$ cat config.mk
export PLATFORM = sky130hd
export DESIGN_NAME = axis_frame_fifo
export DESIGN_NICKNAME = d
export VERILOG_FILES = /design/src/rtl/axis_pkg.sv /design/src/rtl/sync_fifo_mem.sv /design/src/rtl/axis_frame_fifo.sv
export SDC_FILE = /design/constraint.sdc
export NUM_CORES = 1
export LEC_CHECK = 0
export ABC_AREA = 0
export CAP_MARGIN = 20
export CORE_MARGIN = 2
export CORE_UTILIZATION = 60
export DETAILED_ROUTE_END_ITERATION = 8
export HOLD_SLACK_MARGIN = 0.06
export PLACE_DENSITY_LB_ADDON = 0.08
export SYNTH_ARGS = -nofsm -noshare
export SYNTH_HDL_FRONTEND = slang
export SYNTH_SLANG_ARGS = --single-unit
$ cat constraint.sdc
create_clock -name clk -period 4.4 [get_ports clk]
set_clock_uncertainty 0.05 [all_clocks]
set_input_delay 0.88 -clock clk [delete_from_list [all_inputs] [get_ports clk]]
set_output_delay 0.88 -clock clk [all_outputs]
set_load 0.005 [all_outputs]
$ cat src/rtl/axis_pkg.sv
// Shared AXI4-Stream beat layout and constants for the
// stream master, slave and frame FIFO.
package axis_pkg;

   localparam int AXIS_DW   = 32;
   localparam int AXIS_SB_W = 2;

   typedef struct packed {
      logic               user;
      logic               last;
      logic [AXIS_DW-1:0] data;
   } axis_beat_t;

   function automatic int beat_w(input int dw);
      return dw + AXIS_SB_W;
   endfunction

endpackage

$ cat src/rtl/sync_fifo_mem.sv
// Beat storage for the frame FIFO: one synchronous write port,
// one asynchronous read port so the head beat falls through.
module sync_fifo_mem #(
   parameter int WIDTH = 34,
   parameter int DEPTH = 16
) (
   input  logic                     clk,
   input  logic                     i_we,
   input  logic [$clog2(DEPTH)-1:0] i_waddr,
   input  logic [WIDTH-1:0]         i_wdata,
   input  logic [$clog2(DEPTH)-1:0] i_raddr,
   output logic [WIDTH-1:0]         o_rdata
);

   logic [WIDTH-1:0] r_mem [DEPTH];

   always_ff @(posedge clk) begin
      if (i_we) r_mem[i_waddr] <= i_wdata;
   end

   assign o_rdata = r_mem[i_raddr];

endmodule

$ cat src/rtl/axis_frame_fifo.sv
// First-word-fall-through AXI4-Stream FIFO that counts whole
// frames held and flags a SOF arriving inside an open frame.
module axis_frame_fifo
   import axis_pkg::*;
#(
   parameter int DATA_WIDTH = AXIS_DW,
   parameter int DEPTH      = 16
) (
   input  logic                       clk,
   input  logic                       rst_n,
   input  logic [DATA_WIDTH-1:0]      s_axis_tdata,
   input  logic                       s_axis_tvalid,
   output logic                       s_axis_tready,
   input  logic                       s_axis_tlast,
   input  logic                       s_axis_tuser,
   output logic [DATA_WIDTH-1:0]      m_axis_tdata,
   output logic                       m_axis_tvalid,
   input  logic                       m_axis_tready,
   output logic                       m_axis_tlast,
   output logic                       m_axis_tuser,
   output logic [$clog2(DEPTH+1)-1:0] level,
   output logic [$clog2(DEPTH+1)-1:0] frames,
   output logic                       sof_err,
   input  logic                       err_clr
);

   localparam int AW = $clog2(DEPTH);
   localparam int PW = AW + 1;
   localparam int LW = $clog2(DEPTH + 1);
   localparam int BW = beat_w(DATA_WIDTH);

   logic [PW-1:0] r_wr_ptr;
   logic [PW-1:0] r_rd_ptr;
   logic [LW-1:0] r_frames;
   logic          r_in_frame;
   logic          r_sof_err;
   logic          r_s_tready;

   logic [LW-1:0] w_level;
   logic [LW-1:0] w_lvl_nxt;
   logic          w_full;
   logic          w_empty;
   logic          w_push;
   logic          w_pop;
   logic          w_head_last;
   logic [BW-1:0] w_wdata;
   logic [BW-1:0] w_rdata;

   assign w_level = LW'(r_wr_ptr - r_rd_ptr);
   assign w_empty = (r_wr_ptr == r_rd_ptr);
   assign w_full  = (r_wr_ptr[AW] != r_rd_ptr[AW]) &&
                    (r_wr_ptr[AW-1:0] == r_rd_ptr[AW-1:0]);

   assign w_push = s_axis_tvalid & r_s_tready & ~w_full;
   assign w_pop  = ~w_empty & m_axis_tready;

   assign w_lvl_nxt = w_level + LW'(w_push) - LW'(w_pop);

   assign w_wdata = {s_axis_tuser, s_axis_tlast, s_axis_tdata};
   assign w_head_last = w_rdata[DATA_WIDTH];

   sync_fifo_mem #(
      .WIDTH (BW),
      .DEPTH (DEPTH)
   ) u_mem (
      .clk     (clk),
      .i_we    (w_push),
      .i_waddr (r_wr_ptr[AW-1:0]),
      .i_wdata (w_wdata),
      .i_raddr (r_rd_ptr[AW-1:0]),
      .o_rdata (w_rdata)
   );

   always_ff @(posedge clk or negedge rst_n) begin
      if (!rst_n) begin
         r_wr_ptr   <= '0;
         r_rd_ptr   <= '0;
         r_s_tready <= 1'b0;
      end else begin
         if (w_push) r_wr_ptr <= r_wr_ptr + PW'(1);
         if (w_pop)  r_rd_ptr <= r_rd_ptr + PW'(1);
         r_s_tready <= (w_lvl_nxt < LW'(DEPTH));
      end
   end

   // A pushed SOF while a frame is open is still stored; it only raises the flag.
   always_ff @(posedge clk or negedge rst_n) begin
      if (!rst_n) begin
         r_frames   <= '0;
         r_in_frame <= 1'b0;
         r_sof_err  <= 1'b0;
      end else begin
         r_frames <= r_frames
                   + LW'(w_push & s_axis_tlast)
                   - LW'(w_pop & w_head_last);
         if (w_push) r_in_frame <= ~s_axis_tlast;
         if (w_push & s_axis_tuser & r_in_frame)
            r_sof_err <= 1'b1;
         else if (err_clr)
            r_sof_err <= 1'b0;
      end
   end

   assign s_axis_tready = r_s_tready;
   assign m_axis_tvalid = ~w_empty;
   assign m_axis_tdata  = w_empty ? '0 : w_rdata[DATA_WIDTH-1:0];
   assign m_axis_tlast  = ~w_empty & w_rdata[DATA_WIDTH];
   assign m_axis_tuser  = ~w_empty & w_rdata[DATA_WIDTH+1];
   assign level         = w_level;
   assign frames        = r_frames;
   assign sof_err       = r_sof_err;

endmodule

=== Yosys cells after proc, flatten, opt, wreduce, memory -nomap -nowiden ===
Memories as Yosys holds them, arrays and structs flattened.
Cells that the tools add are included.

* Memories: 1
* Logic and storage cells: 37
* Bits of input ports: 39
* Bits in read-only memories: 0
* Output and inout bits: 47
* Bits in latches: 0
* Register bits after elaboration: 18
* Bits in writable memories: 544

* $add $sub $neg: 7
* Mux-type cells: 5
* Divide/modulo/power cells: 0
* Magnitude comparators: 1
* Bitwise operators: 12
* Shift operators: 0
* Equality and inequality tests: 3
* Multipliers: 0
* Reduce and logical (&&, ||, !) cells: 2

{| class="wikitable"
|+ Memory list
! name !! depth !! bits a word !! read ports !! clocked after Yosys merged registers in !! wr ports !! line !! RTL
|-
| u_mem.r_mem || 16 || 34 || 1 || 0 || 1 || sync_fifo_mem.sv:15 || <nowiki>logic [WIDTH-1:0] r_mem [DEPTH];</nowiki>
|}

{| class="wikitable"
|+ Operator list
! kind !! number
|-
| $mux W32 || 1
|-
| $add A5 B1 Y5 || 2
|-
| $add A5 B1 Y5 const B || 2
|-
| $sub A5 B1 Y5 || 2
|-
| $and A1 B1 Y1 || 9
|-
| $eq A5 B5 Y1 || 1
|-
| $lt A5 B5 Y1 const B || 1
|-
| $sub A5 B5 Y5 || 1
|-
| $eq A4 B4 Y1 || 1
|-
| $mux W1 || 4
|-
| $not A1 Y1 || 3
|-
| $reduce_bool A2 Y1 || 1
|-
| $logic_and A1 B1 Y1 || 1
|-
| $ne A1 B1 Y1 || 1
|}

=== Depth between registers and ports, before layout ===
Gate-level depths: netlist of run 1.

* Word-level depth: 7
* Mapped depth: 17
* Depth with buffers taken out: 13

=== Hierarchy ===
A second synthesis of run 1 with hierarchy kept.

* Cell total of the unflattened synthesis: 1,001
* Area total of the unflattened synthesis: 21,750.9 sq um

{| class="wikitable"
|+ Modules (own cells, without submodules)
! module !! cells an instance !! times used !! seq. area each (sq um) !! area an instance (sq um)
|-
| sync_fifo_mem || 854 || 1 || 16,335.7 || 20,395.8
|-
| axis_frame_fifo || 147 || 1 || 450.4 || 1,355.0
|}

=== Least setup slack after synthesis of run 1 ===
Ideal clock, no wire load.

* Kind: register to register
* Start point: register r_rd_ptr[1]
* End point: register r_frames[4], in the netlist frames[4]
* Slack: 1,061 ps
* Library setup time: 124 ps
* Arrival: 3,165 ps
* Buffers on the path: 4
* Cell stages (with the launch flop): 18
* Path through: dfrtp_1 > buf_2 > buf_2 > inv_1 > ha_1 > nand4_1 > nor2b_1 > clkbuf_1 > nor2b_1 > buf_2 > and2_1 > ha_1 > inv_1 > ha_1 > fa_1 > a21o_1 > a21oi_1 > xnor2_1

{| class="wikitable"
|+ RTL lines
! element !! line !! RTL
|-
| start: declaration || axis_frame_fifo.sv:33 || <nowiki>logic [PW-1:0] r_rd_ptr;</nowiki>
|-
| start signal: assignment || axis_frame_fifo.sv:81 || <nowiki>if (w_pop) r_rd_ptr <= r_rd_ptr + PW'(1);</nowiki>
|-
| $eq A5 B5 Y1 || axis_frame_fifo.sv:50 || <nowiki>assign w_empty = (r_wr_ptr == r_rd_ptr);</nowiki>
|-
| $not A1 Y1 || axis_frame_fifo.sv:55 || <nowiki>assign w_pop = ~w_empty & m_axis_tready;</nowiki>
|-
| $and A1 B1 Y1 || axis_frame_fifo.sv:55 ||
|-
| named net w_pop || axis_frame_fifo.sv:44 || <nowiki>logic w_pop;</nowiki>
|-
| $and A1 B1 Y1 || axis_frame_fifo.sv:95 || <nowiki>- LW'(w_pop & w_head_last);</nowiki>
|-
| $sub A5 B1 Y5 || axis_frame_fifo.sv:95 ||
|-
| end signal: assignment || axis_frame_fifo.sv:93 || <nowiki>r_frames <= r_frames</nowiki>
|-
| end: declaration || axis_frame_fifo.sv:34 || <nowiki>logic [LW-1:0] r_frames;</nowiki>
|}

The timed path passes the listed nets, and every way through them passes these cells.
A chain may end at the register's enable or synchronous reset.

=== Final worst setup path of run 1 ===
* Start point: register r_rd_ptr[3]
* End point: output m_axis_tdata[21]

* Longest elaborated chain between the ends: 2

{| class="wikitable"
|+ RTL lines
! element !! line !! RTL
|-
| $mem_v2 Z16 W34 or $eq A5 B5 Y1 (tied branches) || -- ||
|-
| $mux W32 (*) || axis_frame_fifo.sv:106 || <nowiki>assign m_axis_tdata = w_empty ? '0 : w_rdata[DATA_WIDTH-1:0];</nowiki>
|-
| end: declaration || axis_frame_fifo.sv:16 || <nowiki>output logic [DATA_WIDTH-1:0] m_axis_tdata,</nowiki>
|}

Every way passes the cells marked *; elsewhere a longest branch is shown, timed or not.

==> results of run 1 <==
-- registers in the layout, summed over array words and instances (netlist names) --
name	count
u_mem.r_mem	544
frames	5
r_rd_ptr	5
r_wr_ptr	5
r_in_frame	1
s_axis_tready	1
sof_err	1
-- power by group --
part | switching [mW] | internal, mW | total, mW
clock | 1.85 | 2.54 | 4.40
sequential | 0.206 | 6.29 | 6.50
combinational | 2.62 | 2.78 | 5.39
-- per-layer routing --
metal	global-route usage	up-vias	wire (um)
li1	-	4316	-
met1	0.3614	5469	18830
met2	0.3882	378	22270
met3	0.04557	70	2892
met4	0.07181	2	995
met5	0	-	13
-- stage by stage --
stage	utilization	std cells
2_1_floorplan	-	962
3_3_place_gp	0.6571	1497
3_5_place_dp	0.6571	1497
4_1_cts	0.7043	1594
5_1_grt	0.7044	1594
6_report	0.7044	1594
-- Yosys cell counts --
| library cell | number | area, um^2 |
|---|---|---|
| a21o_1 | 3 | 22.52 |
| a21oi_1 | 38 | 190.2 |
| a22oi_1 | 66 | 495.5 |
| and2_1 | 13 | 81.33 |
| and3_1 | 5 | 31.28 |
| buf_2 | 10 | 50.05 |
| buf_4 | 9 | 67.56 |
| buf_6 | 1 | 11.26 |
| clkbuf_1 | 29 | 108.9 |
| dfrtp_1 | 18 | 450.4 |
| edfxtp_1 | 544 | 16340 |
| fa_1 | 2 | 40.04 |
| ha_1 | 18 | 225.2 |
| inv_1 | 19 | 71.32 |
| mux4_1 | 1 | 26.28 |
| mux4_2 | 136 | 3063 |
| nand2_1 | 8 | 30.03 |
| nand2b_1 | 1 | 6.260 |
| nand3_1 | 2 | 10.01 |
| nand4_1 | 3 | 18.77 |
| nor2_1 | 6 | 22.52 |
| nor2b_1 | 3 | 18.77 |
| nor3_1 | 1 | 5.000 |
| nor3b_1 | 1 | 7.510 |
| o211a_1 | 1 | 10.01 |
| o21ai_0 | 6 | 30.03 |
| xnor2_1 | 12 | 105.1 |
| xor2_1 | 6 | 52.55 |
-- layout by cell type, fill, tap and decap left out, types with 15 or more instances in the layout --
cell type        instances
dfrtp_1                 15
edfxtp_1               544
mux4_2                 136
a21oi_1                 38
a22oi_1                 66
clkbuf_16               55
clkdlybuf4s50_1         85
ha_1                    18
buf_4                   23
inv_1                   19
buf_12                  15
-- cells by family after synthesis --
| family | synth area share |
|---|---|
| xor gates and xnor gates | 0.007303 |
| DFF | 0.7776 |
| muxes | 0.1431 |
| adders and majority gates | 0.01229 |
| and+or+nand+nor | 0.01072 |
| buffers and inverters | 0.01432 |
| AOI/OAI and AO/OA | 0.03466 |
-- area by class of cell --
class                           instances  area, um^2  area share
Sequential cell                       562       16790      0.6720
Timing Repair Buffer                  123        1324     0.05297
Clock buffer                           70        1453     0.05812
Inverter                               19       71.32    0.002854
Clock inverter                         27       224.0    0.008961
Tap cell                              461       576.8     0.02308
Multi-Input combinational cell        332        4549      0.1820
-- worst max-delay path: cells and delay by family (launching register included) --
family,cells,cell delay (ns)
buffers and inverters,4,1.26
flip-flops,1,0.49
AND/OR/NAND/NOR,2,0.47
adder cells (fa/ha/maj),1,0.38
AO/OA/AOI/OAI,1,0.04
-- path summary, 6_finish.rpt --
| check | start | end | slack (ns) | depth (start not counted) |
|---|---|---|---|---|
| setup / recovery | r_rd_ptr[3] | m_axis_tdata[21] | 0.21 | 8 |
| hold / removal | r_rd_ptr[4] | r_rd_ptr[4] | 0.44 | 1 |
| setup reg to reg | r_rd_ptr[0] | frames[4] | 0.94 | 10 |
| hold reg to reg | r_rd_ptr[4] | r_rd_ptr[4] | 0.44 | 1 |
| max in group asynchronous | rst_n | r_rd_ptr[0] | 2.97 | 1 |
| min in group asynchronous | rst_n | sof_err | 0.72 | 1 |
==> key figures, run 1 <==
STA
  – Hold WS: ~0.44 ns
  – Least-Margin Pin Slew: between 0.8 and 0.9 ns
  – # setup viols final: 0
  – Setup TNS: 0 ns
  – Relative slew slack: 0.4446
  – Max Freq: around 240 MHz
  – Slew Limit Fails: 0
  – Final worst setup slack: 0.2137 ns
  – Final Critical Period: ~4.2 ns
  – RSZ-0062 raised after global routing: no
  – Final Hold Viols: 0
  – Final period util: 0.9514

Route
  – Vias per inst: between 6 and 7
  – Drt pass-1 iters: 5
  – Initial DRC count: 947
  – Routed Wire Length: around 45 mm
  – Drt wl/cell: between 20 and 30 um
  – Post-route antenna net violation count: 0
  – Residual DRC count: 0
  – Vias: 10235

Clock network
  – Worst-Skew Late Latency: between 0.5 and 0.6 ns
  – Clock slew seen by the registers of the worst setup and hold paths: 0.06 ns
  – Num CTS Buffers: 53
  – Max H-tree Level: 2
  – CTS root buf: clkbuf_16
  – Post-CTS Hold Fix Bufs: 0
  – CTS resizes: 0
  – TritonCTS clock tree: done
  – Clock sinks: about 560
  – Clock Path Buffers: 3
  – Post-CTS setup buffers: 0

Logic synthesis
  – Mapped Area: 21590 um^2
  – Synth warnings: 0
  – Syn_area_per_cell: approximately 22 um^2
  – #FFs+latches synth: ~560
  – Sequential element share of the synthesized area: 0.7776
  – Distinct cells, synth: 28
  – Net Count, Synth: approximately 1000
  – Mapped Cells: ~960

Floorplan
  – Core Area: roughly 35000 um^2
  – Die width: a little under 200 um
  – Rows: around 70
  – # IOs: 86
  – Die H: 193.7 um
  – Initial Util: 0.6084
  – Die Area: about 38000 um^2

Hold path
  – Worst min path class: register to register

Placement
  – # port buffers: between 80 and 90
  – Post-DP HPWL: between 20 and 25 mm
  – Placer congestion estimate: 0.7188
  – Placed Instance Area: 23310 um^2
  – DP Worst Slack: 0.6820 ns

GRT
  – Global route overflow: 0
  – Total Routing Usage GR: 0.2462
  – Vias in the first global route: ~11000
  – Largest net degree at the start of global routing: a little over 90
  – Antenna violations before repair: 1
  – First-pass GRT wire length: between 60 and 70 mm

Worst setup path
  – Cell with the most instances on the worst path: buf_4
  – Critical-path cell list: inv_1 -> ha_1 -> nand4_1 -> nor2b_4 -> buf_4 -> buf_4 -> a21oi_1 -> clkdlybuf4s50_1
  – Startpoint types: register
  – Slowest-stage cell, CP: dfrtp_1
  – Max Fanout on Critical Path: 17
  – CP endpoint kind: output pin
  – WS Path Type: register to output pin
  – Delay of the slowest critical-path stage: 0.49 ns
  – Worst Path Required: approximately 3.5 ns
  – Critical path arrival: around 3.3 ns

Cells and area
  – Fraction of layout cells with a size suffix above 1: 0.2383
  – Post-route cell area: between 20000 and 25000 um^2
  – N_diodes: 0
  – Synth-to-layout area growth: 15.78%
  – FILL cells: 2161
  – # nets final: about 1200

Power
  – Worst vdd ir: 0.0006653 V
  – P per Cell Area: 651.7 nW/um^2
  – Overall Power: ~16 mW
  – Static leakage: between 8 and 9 nW

Outcome
  – Status: finished clean

Run
  – Max-cap violation count: 0
Power figures use the tool's default switching activity.
==> run 2, diff against run 1 <==
--- a/config.mk
+++ b/config.mk
@@ -9,6 +9,7 @@
 export CAP_MARGIN = 20
 export CORE_MARGIN = 2
 export CORE_UTILIZATION = 60
+export CTS_CLUSTER_SIZE = 8
 export DETAILED_ROUTE_END_ITERATION = 8
 export HOLD_SLACK_MARGIN = 0.06
 export PLACE_DENSITY_LB_ADDON = 0.08
==> run 2 against run 1 <==
  * Via count is 0.64% higher
  * Routed wire length is 1.6% higher
  * Worst setup slack better by 0.011 ns
  * First-iteration DRC count rose by 3.3%
  * Die area unchanged
  * Largest power group unchanged
==> key figures, run 2 (synthesis gave the netlist of run 1 again) <==
Outcome
  – Status: finished clean

GRT
  – Total Routing Usage GR: 0.2539
  – Vias in the first global route: between 10000 and 15000
  – Global route overflow: 0
  – Largest net degree at the start of global routing: 92
  – First-pass GRT wire length: slightly below 70 mm
  – Antenna violations before repair: 1

Worst setup path
  – Worst Path Required: 3.47 ns
  – Startpoint types: register
  – Slowest-stage cell, CP: dfrtp_4
  – Origin of the critical flop-to-flop path: r_rd_ptr[0]
  – Critical-path cell list: buf_12 -> mux4_2 -> a22oi_1 -> a21oi_1 -> clkdlybuf4s50_1
  – Worst r2r path cells: 10
  – Max Fanout on Critical Path: 50
  – Critical path arrival: around 3.3 ns
  – Delay of the slowest critical-path stage: 0.63 ns
  – Reg2Reg Setup Slack: 0.93 ns
  – CP endpoint kind: output pin
  – WS Path Type: register to output pin
  – R2R Path End: frames[4]

Cells and area
  – FILL cells: roughly 2100
  – Footprint of the multi-input gates: around 4500 um^2
  – Most common cell after layout, fill and taps aside: edfxtp_1
  – Finished Layout Cells: approximately 1600
  – Synth-to-layout area growth: 18.16%
  – Fraction of layout cells with a size suffix above 1: 0.2513
  – Biggest register: u_mem.r_mem
  – # nets final: about 1200
  – Sequential Area: 16790 um^2
  – Leading cell types in the layout, fill and taps excluded: 544 x edfxtp_1, 136 x mux4_2, 85 x clkdlybuf4s50_1
  – Max FFs per register: approximately 540
  – N_diodes: 0

Hold path
  – Worst min path class: register to register
  – Hold endpoint: r_rd_ptr[4]
  – Hold Startpoint: r_rd_ptr[4]
  – Hold path depth: 1

Floorplan
  – Die width: roughly 190 um
  – # IOs: 86
  – Die H: 193.7 um
  – Die Area: about 38000 um^2
  – Initial Util: 0.6084
  – Rows: a little under 70
  – Core Area: 35480 um^2

STA
  – RSZ-0062 raised after global routing: no
  – Max Freq: about 240 MHz
  – Final Critical Period: roughly 4.2 ns
  – Setup TNS: 0 ns
  – Final period util: 0.9490
  – Least-Margin Pin Slew: approximately 0.83 ns
  – # setup viols final: 0
  – Final Hold Viols: 0
  – Slew Limit Fails: 0
  – Relative slew slack: 0.4430

Power
  – P per Cell Area: about 680 nW/um^2
  – Static leakage: 8.242 nW
  – Worst vdd ir: roughly 0.0007 V

Clock network
  – Worst-Skew Late Latency: a little under 0.6 ns
  – Clock slew seen by the registers of the worst setup and hold paths: around 0.05 ns
  – CTS resizes: 0
  – Post-CTS setup buffers: 0
  – CTS root buf: clkbuf_16
  – Post-CTS Hold Fix Bufs: 0
  – Clock Path Buffers: 3
  – Num CTS Buffers: 80
  – Max H-tree Level: 3
  – Clock sinks: between 500 and 600
  – TritonCTS clock tree: done

Placement
  – Placer congestion estimate: slightly above 0.7
  – # port buffers: between 80 and 90
  – Post-DP HPWL: 24.77 mm
  – Dpl cells: roughly 1500

Route
  – Vias per inst: between 6 and 7
  – Drt pass-1 iters: 5
  – Initial DRC count: 978
  – Vias: ~10000
  – Residual DRC count: 0
  – Drt wl/cell: ~29 um
  – Routed Wire Length: around 46 mm
  – Post-route antenna net violation count: 0

Run
  – Max-cap violation count: 0
==> run 2: changes by cell type in the layout (fill, tap and decap cells not counted), moves of 2 or more <==
cell,previous run,this run
bufinv_16,4,0
clkbuf_16,55,82
clkbuf_8,2,0
clkinv_1,12,0
clkinv_2,10,0
clkinv_8,0,3
==> run 2: layout make-up <==
class,count,area share
Sequential cell,562,0.6584
Clock inverter,6,0.003385
Timing Repair Buffer,123,0.05190
Multi-Input combinational cell,332,0.1784
Clock buffer,96,0.08251
Inverter,19,0.002796
Tap cell,461,0.02261
==> run 2: worst max path at each step <==
stage	cells past startpoint	start	slack [ns]	endpoint
finish	5	r_rd_ptr[0]	0.22	m_axis_tdata[13]
global route	5	r_rd_ptr[0]	0.06	m_axis_tdata[8]
CTS	8	r_rd_ptr[2]	0.04	m_axis_tdata[21]
detailed placement	8	r_rd_ptr[2]	0.68	m_axis_tdata[21]
global placement	6	r_rd_ptr[2]	0.73	m_axis_tdata[18]
floorplan	17	r_rd_ptr[1]	1.06	frames[4]
==> run 2: critical path: cells and delay by family, from the launching register on <==
family	cells	cell delay [ns]
AO/OA/AOI/OAI	2	0.52
buffers and inverters	2	0.85
multiplexers	1	0.56
flip-flops	1	0.63
==> run 2: layer usage <==
layer  GRT usage  up-vias  share of wire
met5           0        -        0.00028
met4     0.09471        2          0.029
met3     0.05462       94          0.065
met2      0.3935      383           0.49
met1      0.3643     5464           0.42
li1            -     4358              -
==> run 2: per-stage QoR <==
step | util | hold WS [ns] | worst slack [ns] | cell area [um^2] | total power [mW]
2_1_floorplan | - | 0.4006 | 1.061 | 21590 | 9.833
3_3_place_gp | 0.6571 | 0.4151 | 0.7312 | 23310 | 11.99
3_5_place_dp | 0.6571 | 0.4361 | 0.6820 | 23310 | 12.06
4_1_cts | 0.7188 | 0.4423 | 0.03569 | 25510 | 17.50
5_1_grt | 0.7189 | 0.4616 | 0.05960 | 25510 | 18.12
6_report | 0.7189 | 0.4396 | 0.2245 | 25510 | 17.32
==> run 2: report_power, final <==
group	switching [mW]	internal, mW
clock network	2.09	3.32
logic	2.62	2.78
registers	0.208	6.31
total	4.92	12.4
